==> config.mk <==
export PLATFORM = sky130hd
export DESIGN_NAME = muldiv_unit_flat
export DESIGN_NICKNAME = d
export VERILOG_FILES = /design/src/rtl/muldiv_unit_if.sv /design/src/rtl/muldiv_unit.sv /design/src/flat_wrapper.sv
export SDC_FILE = /design/constraint.sdc
export NUM_CORES = 1
export LEC_CHECK = 0
export CORE_ASPECT_RATIO = 0.5
export CORE_MARGIN = 5
export CORE_UTILIZATION = 34
export DETAILED_ROUTE_END_ITERATION = 7
export PLACE_DENSITY = 0.61
export SYNTH_ARGS = -nofsm -noshare
export SYNTH_HDL_FRONTEND = slang
export SYNTH_SLANG_ARGS = --single-unit
==> constraint.sdc <==
create_clock -name clk -period 4.8 [get_ports clk]
set_input_delay 0.72 -clock clk [delete_from_list [all_inputs] [get_ports clk]]
set_output_delay 0.72 -clock clk [all_outputs]
set_load 0.03 [all_outputs]
==> src/rtl/muldiv_unit_if.sv <==
// Request/response bundle between the execute stage and the HI/LO mul/div unit.
interface muldiv_unit_if #(
  parameter int unsigned WIDTH = 32
);
  logic             start;
  logic [5:0]       funct;
  logic [WIDTH-1:0] opA;
  logic [WIDTH-1:0] opB;
  logic             cancel;
  logic             busy;
  logic             done;
  logic [WIDTH-1:0] hi;
  logic [WIDTH-1:0] lo;

  modport master (
    output start, funct, opA, opB, cancel,
    input  busy, done, hi, lo
  );

  modport slave (
    input  start, funct, opA, opB, cancel,
    output busy, done, hi, lo
  );
endinterface

==> src/rtl/muldiv_unit.sv <==
// Iterative multiply/divide unit owning HI/LO: shift-add multiply and restoring
// divide on operand magnitudes, one bit per cycle, followed by a sign-fix cycle.
module muldiv_unit #(
  parameter int unsigned WIDTH = 32
) (
  input  logic           clk,
  input  logic           rst_n,
  muldiv_unit_if.slave   bus
);

  localparam int unsigned CW = $clog2(WIDTH);

  localparam logic [5:0] F_MULT  = 6'b011000;
  localparam logic [5:0] F_MULTU = 6'b011001;
  localparam logic [5:0] F_DIV   = 6'b011010;
  localparam logic [5:0] F_DIVU  = 6'b011011;
  localparam logic [5:0] F_MTHI  = 6'b010001;
  localparam logic [5:0] F_MTLO  = 6'b010011;

  typedef enum logic [1:0] {S_IDLE, S_MUL, S_DIV, S_FIX} state_t;

  state_t             state_q;
  logic [CW-1:0]      cnt_q;
  // MUL: {partial high, multiplier shifting out}; DIV: {remainder, dividend/quotient}
  logic [2*WIDTH-1:0] prod_q;
  logic [WIDTH-1:0]   b_q;
  logic [WIDTH-1:0]   opa_q;
  logic               is_div_q;
  logic               neg_q;
  logic               remneg_q;
  logic               dz_q;
  logic [WIDTH-1:0]   hi_q;
  logic [WIDTH-1:0]   lo_q;
  logic               busy_q;
  logic               done_q;

  logic               sgn_op;
  logic [WIDTH-1:0]   a_mag;
  logic [WIDTH-1:0]   b_mag;
  logic [WIDTH:0]     mul_sum;
  logic [2*WIDTH-1:0] mul_next;
  logic [WIDTH:0]     div_shift;
  logic [WIDTH:0]     div_trial;
  logic [2*WIDTH-1:0] div_next;
  logic [2*WIDTH-1:0] prod_neg;
  logic [WIDTH-1:0]   quo;
  logic [WIDTH-1:0]   rem;
  logic [WIDTH-1:0]   fix_hi;
  logic [WIDTH-1:0]   fix_lo;

  assign bus.busy = busy_q;
  assign bus.done = done_q;
  assign bus.hi   = hi_q;
  assign bus.lo   = lo_q;

  // Operand magnitudes for the accept edge; signed ops take |x|.
  always_comb begin
    sgn_op = (bus.funct == F_MULT) || (bus.funct == F_DIV);
    a_mag  = (sgn_op && bus.opA[WIDTH-1]) ? -bus.opA : bus.opA;
    b_mag  = (sgn_op && bus.opB[WIDTH-1]) ? -bus.opB : bus.opB;
  end

  // One iteration step for both algorithms.
  always_comb begin
    mul_sum   = {1'b0, prod_q[2*WIDTH-1:WIDTH]} + {1'b0, (prod_q[0] ? b_q : {WIDTH{1'b0}})};
    mul_next  = {mul_sum, prod_q[WIDTH-1:1]};
    div_shift = {prod_q[2*WIDTH-1:WIDTH], prod_q[WIDTH-1]};
    div_trial = div_shift - {1'b0, b_q};
    // Shifted remainder can exceed WIDTH bits only when the trial subtract succeeds,
    // so the restored path safely drops the top bit.
    if (div_trial[WIDTH])
      div_next = {div_shift[WIDTH-1:0], prod_q[WIDTH-2:0], 1'b0};
    else
      div_next = {div_trial[WIDTH-1:0], prod_q[WIDTH-2:0], 1'b1};
  end

  // Sign correction and special cases applied in the FIX cycle.
  always_comb begin
    prod_neg = -prod_q;
    quo      = prod_q[WIDTH-1:0];
    rem      = prod_q[2*WIDTH-1:WIDTH];
    fix_hi   = hi_q;
    fix_lo   = lo_q;
    if (!is_div_q) begin
      {fix_hi, fix_lo} = neg_q ? prod_neg : prod_q;
    end else if (dz_q) begin
      fix_hi = opa_q;
      fix_lo = '1;
    end else begin
      fix_lo = neg_q ? -quo : quo;
      fix_hi = remneg_q ? -rem : rem;
    end
  end

  // Control FSM with registered busy/done and the HI/LO registers.
  always_ff @(posedge clk or negedge rst_n) begin
    if (!rst_n) begin
      state_q  <= S_IDLE;
      cnt_q    <= '0;
      prod_q   <= '0;
      b_q      <= '0;
      opa_q    <= '0;
      is_div_q <= 1'b0;
      neg_q    <= 1'b0;
      remneg_q <= 1'b0;
      dz_q     <= 1'b0;
      hi_q     <= '0;
      lo_q     <= '0;
      busy_q   <= 1'b0;
      done_q   <= 1'b0;
    end else begin
      done_q <= 1'b0;
      case (state_q)
        S_IDLE: begin
          if (bus.start && !bus.cancel) begin
            case (bus.funct)
              F_MULT, F_MULTU, F_DIV, F_DIVU: begin
                prod_q   <= {{WIDTH{1'b0}}, a_mag};
                b_q      <= b_mag;
                opa_q    <= bus.opA;
                neg_q    <= sgn_op && (bus.opA[WIDTH-1] ^ bus.opB[WIDTH-1]);
                remneg_q <= sgn_op && bus.opA[WIDTH-1];
                dz_q     <= (bus.opB == '0);
                is_div_q <= bus.funct[1];
                cnt_q    <= '0;
                busy_q   <= 1'b1;
                state_q  <= bus.funct[1] ? S_DIV : S_MUL;
              end
              F_MTHI:  hi_q <= bus.opA;
              F_MTLO:  lo_q <= bus.opA;
              default: ;
            endcase
          end
        end
        S_MUL, S_DIV: begin
          if (bus.cancel) begin
            state_q <= S_IDLE;
            busy_q  <= 1'b0;
            cnt_q   <= '0;
          end else begin
            prod_q <= (state_q == S_MUL) ? mul_next : div_next;
            if (cnt_q == CW'(WIDTH - 1)) begin
              cnt_q   <= '0;
              state_q <= S_FIX;
            end else begin
              cnt_q <= cnt_q + CW'(1);
            end
          end
        end
        S_FIX: begin
          state_q <= S_IDLE;
          busy_q  <= 1'b0;
          if (!bus.cancel) begin
            hi_q   <= fix_hi;
            lo_q   <= fix_lo;
            done_q <= 1'b1;
          end
        end
        default: begin
          state_q <= S_IDLE;
          busy_q  <= 1'b0;
        end
      endcase
    end
  end

endmodule

==> src/flat_wrapper.sv <==
// flat-port wrapper written by rule: the top's interface ports become plain ports
module muldiv_unit_flat 
#(
  parameter int unsigned WIDTH = 32
)
  (clk, rst_n, bus_start, bus_funct, bus_opA, bus_opB, bus_cancel, bus_busy, bus_done, bus_hi, bus_lo);
  muldiv_unit_if #(.WIDTH(WIDTH)) bus_i ();
  input  logic clk;
  input  logic rst_n;
  input wire logic [$bits(bus_i.start)-1:0] bus_start;
  input wire logic [$bits(bus_i.funct)-1:0] bus_funct;
  input wire logic [$bits(bus_i.opA)-1:0] bus_opA;
  input wire logic [$bits(bus_i.opB)-1:0] bus_opB;
  input wire logic [$bits(bus_i.cancel)-1:0] bus_cancel;
  output wire logic [$bits(bus_i.busy)-1:0] bus_busy;
  output wire logic [$bits(bus_i.done)-1:0] bus_done;
  output wire logic [$bits(bus_i.hi)-1:0] bus_hi;
  output wire logic [$bits(bus_i.lo)-1:0] bus_lo;
  assign bus_i.start = bus_start;
  assign bus_i.funct = bus_funct;
  assign bus_i.opA = bus_opA;
  assign bus_i.opB = bus_opB;
  assign bus_i.cancel = bus_cancel;
  assign bus_busy = bus_i.busy;
  assign bus_done = bus_i.done;
  assign bus_hi = bus_i.hi;
  assign bus_lo = bus_i.lo;
  muldiv_unit #(.WIDTH(WIDTH)) u_core (.clk(clk), .rst_n(rst_n), .bus(bus_i));
endmodule
# [Yosys cells after proc, flatten, opt, wreduce, memory -nomap -nowiden]
# Index checks and enable logic that the tools add are counted.
[totals] regBits=205 word_cells=100
[op_classes] n_addsub=8 n_eq_ne=18 n_mux=41 bitwise_logic=1 reduce_logical=19
[ops] cell="$mux W32" n=15
[ops] cell="$mux W64" n=6
[ops] cell="$neg A32 Y32" n=4
[ops] cell="$pmux W32 S2" n=2
[ops] cell="$pmux W64 S2" n=1
[ops] cell="$neg A64 Y64" n=1
[ops] cell="$eq A6 B5 Y1 const B" n=6
[ops] cell="$add A32 B32 Y33" n=1
[ops] cell="$sub A33 B32 Y33" n=1
[ops] cell="$logic_not A32 Y1" n=1
[ops] cell="$mux W5" n=4
[ops] cell="$ne A2 B2 Y1 const B" n=6
[ops] cell="$reduce_and A3 Y1" n=4
[ops] cell="$reduce_and A4 Y1" n=3
[ops] cell="$mux W2" n=5
[ops] cell="$pmux W5 S2" n=1
[ops] cell="$pmux W2 S3" n=1
[ops] cell="$add A5 B1 Y5 const B" n=1
[ops] cell="$eq A5 B5 Y1 const B" n=1
[ops] cell="$mux W1" n=5
[ops] cell="$eq A2 B2 Y1 const B" n=2
[ops] cell="$logic_and A1 B1 Y1" n=4
[ops] cell="$reduce_bool A2 Y1" n=2
[ops] cell="$reduce_or A4 Y1" n=1
[ops] cell="9 further kinds" n=9

# [Longest topological paths before layout]
[depth] word_depth=7 depth_mapped=15 mapped_depth_nobuf=14

# [Worst setup path after synthesis]
# No wires, ideal clock.
[synth_path] path_type="register to register" startpoint="register u_core.prod_q[32]" endpoint="register u_core.prod_q[37]" setup_ps=142 arrival_time_ps=3653 required_ps=4658 path_slack_ps=1005 stages_incl_launch_ff=16 n_path_buf=3 period_less_slack_ps=3795 path_cell_list="dfrtp_1 > clkbuf_1 > inv_1 > fa_1 > nand2b_1 > a21o_1 > a21oi_1 > a311oi_1 > nand4bb_1 > a31oi_1 > o22ai_1 > xnor2_1 > buf_1 > buf_2 > mux2i_1 > o221ai_1"
[synth_between] elab_chain_len=5 elab_cells_between_ends=6 classes_between="add/sub (2); mux (4)"
[synth_lines] item="start: declaration" line="muldiv_unit.sv:25" rtl="logic [2*WIDTH-1:0] prod_q;"
[synth_lines] item="start signal: assignment" line="muldiv_unit.sv:118" rtl="prod_q <= {{WIDTH{1'b0}}, a_mag};"
[synth_lines] item="start signal: assignment" line="muldiv_unit.sv:141" rtl="prod_q <= (state_q == S_MUL) ? mul_next : div_next;"
[synth_lines] item="$sub A33 B32 Y33" line="muldiv_unit.sv:68" rtl="div_trial = div_shift - {1'b0, b_q};"
[synth_lines] item="$mux W64" line="muldiv_unit.sv:71" rtl="if (div_trial[WIDTH])"
[synth_lines] item="$mux W64 (*)" line="muldiv_unit.sv:141"
[synth_lines] item="$mux W64 (*)" line="muldiv_unit.sv:136" rtl="if (bus.cancel) begin"
[synth_lines] item="$pmux W64 S2 (*)" line="muldiv_unit.sv:113" rtl="case (state_q)"
# Every way passes the cells marked *; elsewhere a longest branch is shown, timed or not. The select of a mux whose other input is x is not followed.
# A chain may end at the register's enable or synchronous reset.

# [Worst setup path in the final report]
[layout_path] startpoint="register u_core.b_q[1]" endpoint="register u_core.prod_q[57]"
[layout_between] elab_chain_len=5 elab_cells_between_ends=7 classes_between="add/sub (2); mux (5)"
[layout_lines] item="start: declaration" line="muldiv_unit.sv:26" rtl="logic [WIDTH-1:0] b_q;"
[layout_lines] item="start signal: assignment" line="muldiv_unit.sv:119" rtl="b_q <= b_mag;"
[layout_lines] item="$sub A33 B32 Y33 or $mux W32 (tied branches)" line="muldiv_unit.sv:68, muldiv_unit.sv:65"
[layout_lines] item="$mux W64 or $add A32 B32 Y33 (tied branches)" line="muldiv_unit.sv:71, muldiv_unit.sv:65"
[layout_lines] item="$mux W64 (*)" line="muldiv_unit.sv:141"
[layout_lines] item="$mux W64 (*)" line="muldiv_unit.sv:136"
[layout_lines] item="$pmux W64 S2 (*)" line="muldiv_unit.sv:113"
# Marked as above.

==> results.cfg <==
[sta]
finalCriticalPeriod_ns = 3.99
finalWorstSetupSlack_ns = 0.812
setup_violations = 0
fin_skew_ns = 0.0198
fin_tns_setup_ns = 0
rsz0062_at_grt = false
max_slew_margin_pct = 27.2
max_freq_mhz = 251
hold_viol = 0
tightest_slew_ns = 1.09
maxSlewViolCount = 0
fin_crit_sh_pct = 83.1

[cts]
cts_root_buf = clkbuf_16
numClockSinks = 205
htreeDepth = 1
post_cts_buffers = 0
clk_pin_slew_ns = 0.06
cts_max_path_buffers = 3
cts_inserted_buffers = 24
clk_latency_ns = 0.55
cts_resized = 0
cts_tree = built
cts_hold_buf = 0

[critical_path]
start_kind = flip-flop
end_kind = flip-flop
worstSetupPathType = reg -> reg
worst_ep_arrival_time_ns = 4.44
max_stage_delay_ns = 0.71
cp_cell_sequence = inv_1 -> ha_1 -> nor2b_1 -> o31a_1 -> o311ai_0 -> a31oi_1 -> a311oi_1 -> buf_4 -> o21ai_0 -> or4_1 -> nand4_1 -> mux2i_1 -> o221ai_1
required_ns = 5.25
critPathSlowestCell = o311ai_0
cp_max_fo = 4

[synthesis]
synth.distinct_cells = 73
syn_nets = 2169
synthCells = 2019
netlist_area_sq_um = 16500
ys_ff_latch = 205
ys.flop_type = dfrtp_1
synth_edf_count = 0
seq_area_frac_synth_pct = 31.1
avgSynthCellArea_sq_um = 8.17
async_flop_share_pct = 100
yosysWarnings = 0

[floorplan]
die_area_sq_um = 53300
start_util_pct = 34.2
coreArea_sq_um = 48300
die_h_um = 166
pin_count = 140
row_count = 57
die_x_um = 322

[drt]
drt-total-wl_um = 51000
drc = 0
ant_nets = 0
viasPerCell = 5.42
first_iter_violations = 1162
drt-wirelength-per-cell_um = 18.6
vias = 14800
dr.pass1.iters = 5

[grt]
grt_pass1_wl_um = 82000
grt_max_degree = 116
gr-total-overflow = 0
grt.total_usage_pct = 18.6
antenna_found_initial = 5
grt_pass1_vias = 14500

[place]
port_buffers = 139
post-place-ws_ns = 0.838
dp_hpwl_um = 37700
dpl.cell_count = 2697
gp_congestion = 0.917

[outcome]
status = finished clean

[finish]
seqCellArea_sq_um = 5130
num-fill-cells = 4842
final_common_cell = nand2_1
layout_common_cells = nand2_1 (299), o21ai_0 (224), dfrtp_1 (202)
multi_input_area_sq_um = 10600
drive_above_1_share_pct = 7.03
utilization_pct = 40.0
instances_no_fill = 2742
final_nets = 2224
syn_to_final_growth_pct = 16.9

[pwr]
leakagePower_nw = 7.86
p_per_area_nw_per_um2 = 643
peakVddDrop_v = 0.000422

[job]
drv_cap = 0

[min_path]
hold_path.class = in -> async
## critical path, delay by kind of cell, from the launching register on
kind	cells	cell delay [ns]
AO/OA/AOI/OAI	6	2.00
AND/OR/NAND/NOR	3	0.77
flip-flops	1	0.49
adder cells (fa/ha/maj)	1	0.28
buffers and inverters	2	0.25
multiplexers	1	0.10
## Yosys cell counts, types with 14 or more instances
library cell / number / area (sq um)
mux2_2: 44 / 495
or3_1: 24 / 150
or4_1: 17 / 128
dfrtp_1: 205 / 5130
xnor2_1: 144 / 1260
nand3_1: 25 / 125
o41ai_1: 14 / 123
xor2_1: 61 / 534
a21oi_1: 96 / 480
a21o_1: 31 / 233
clkbuf_1: 123 / 462
nor2_1: 118 / 443
o221ai_1: 25 / 219
nand2b_1: 27 / 169
mux2i_1: 106 / 1060
o22ai_1: 29 / 181
inv_1: 62 / 233
o21ai_1: 28 / 140
o21ai_0: 224 / 1120
nor3_1: 23 / 115
nand2_1: 300 / 1130
ha_1: 74 / 926
o31ai_1: 36 / 270
## per-layer routing
metal / vias to the layer above / track usage, % / routed length (um)
met5: - / 0 / 49
met2: 388 / 29.4 / 22700
met3: 88 / 2.94 / 2830
met4: 10 / 4.26 / 1320
li1: 7291 / - / -
met1: 7071 / 26.8 / 24100
## path summary, 6_finish.rpt
| path | endpoint | start | cells past startpoint | slack (ns) |
|---|---|---|---|---|
| worst max-delay path | u_core.prod_q[57] | u_core.b_q[1] | 13 | 0.81 |
| worst min-delay path | u_core.cnt_q[3] | rst_n | 1 | 0.26 |
| worst min register to register | u_core.b_q[27] | u_core.b_q[27] | 2 | 0.48 |
| max in group asynchronous | u_core.opa_q[5] | rst_n | 2 | 3.39 |
| min in group clk | u_core.b_q[27] | u_core.b_q[27] | 2 | 0.48 |
| worst max register to register | u_core.prod_q[57] | u_core.b_q[1] | 13 | 0.81 |
## power by group
part	internal, mW	switching [mW]
Combinational	3.02	4.39
Clock	1.16	0.787
Sequential	2.36	0.684
## layout make-up
| cell class | instances | area share (%) |
|---|---|---|
| antenna | 1 | 0.0130 |
| clock buffer | 35 | 3.59 |
| clock inverter | 9 | 0.655 |
| inverter | 63 | 1.23 |
| multi-input combinational | 1608 | 55.0 |
| sequential | 205 | 26.6 |
| tap | 649 | 4.21 |
| timing repair buffer | 172 | 8.65 |
## cells by family after synthesis
| group | after synthesis | synth area share (%) |
|---|---|---|
| mux | 150 | 9.43 |
| simple gates | 607 | 16.7 |
| flops | 205 | 31.1 |
| compound gates | 570 | 21.3 |
| xor+xnor | 205 | 10.9 |
| fa+ha+maj | 76 | 5.85 |
| buf+inv | 206 | 4.81 |
## flip-flops by register name, summed over array words and instances, names as in the netlist, 2 cells and up
register / cells
u_core.prod_q: 64
u_core.b_q: 32
u_core.bus.hi: 32
u_core.bus.lo: 32
u_core.opa_q: 32
u_core.cnt_q: 5
u_core.state_q: 2
## stage by stage
stage / cell area (sq um) / hold WS, ns / power [mW]
5_1_grt: 19300 / 0.320 / 13.4
6_report: 19300 / 0.257 / 12.4
4_1_cts: 19300 / 0.285 / 12.4
3_5_place_dp: 18500 / 0.469 / 10.4
3_3_place_gp: 18500 / 0.461 / 10.4
2_1_floorplan: 16500 / 0.424 / 8.18
Note: power is estimated with default switching activity, not from simulation.
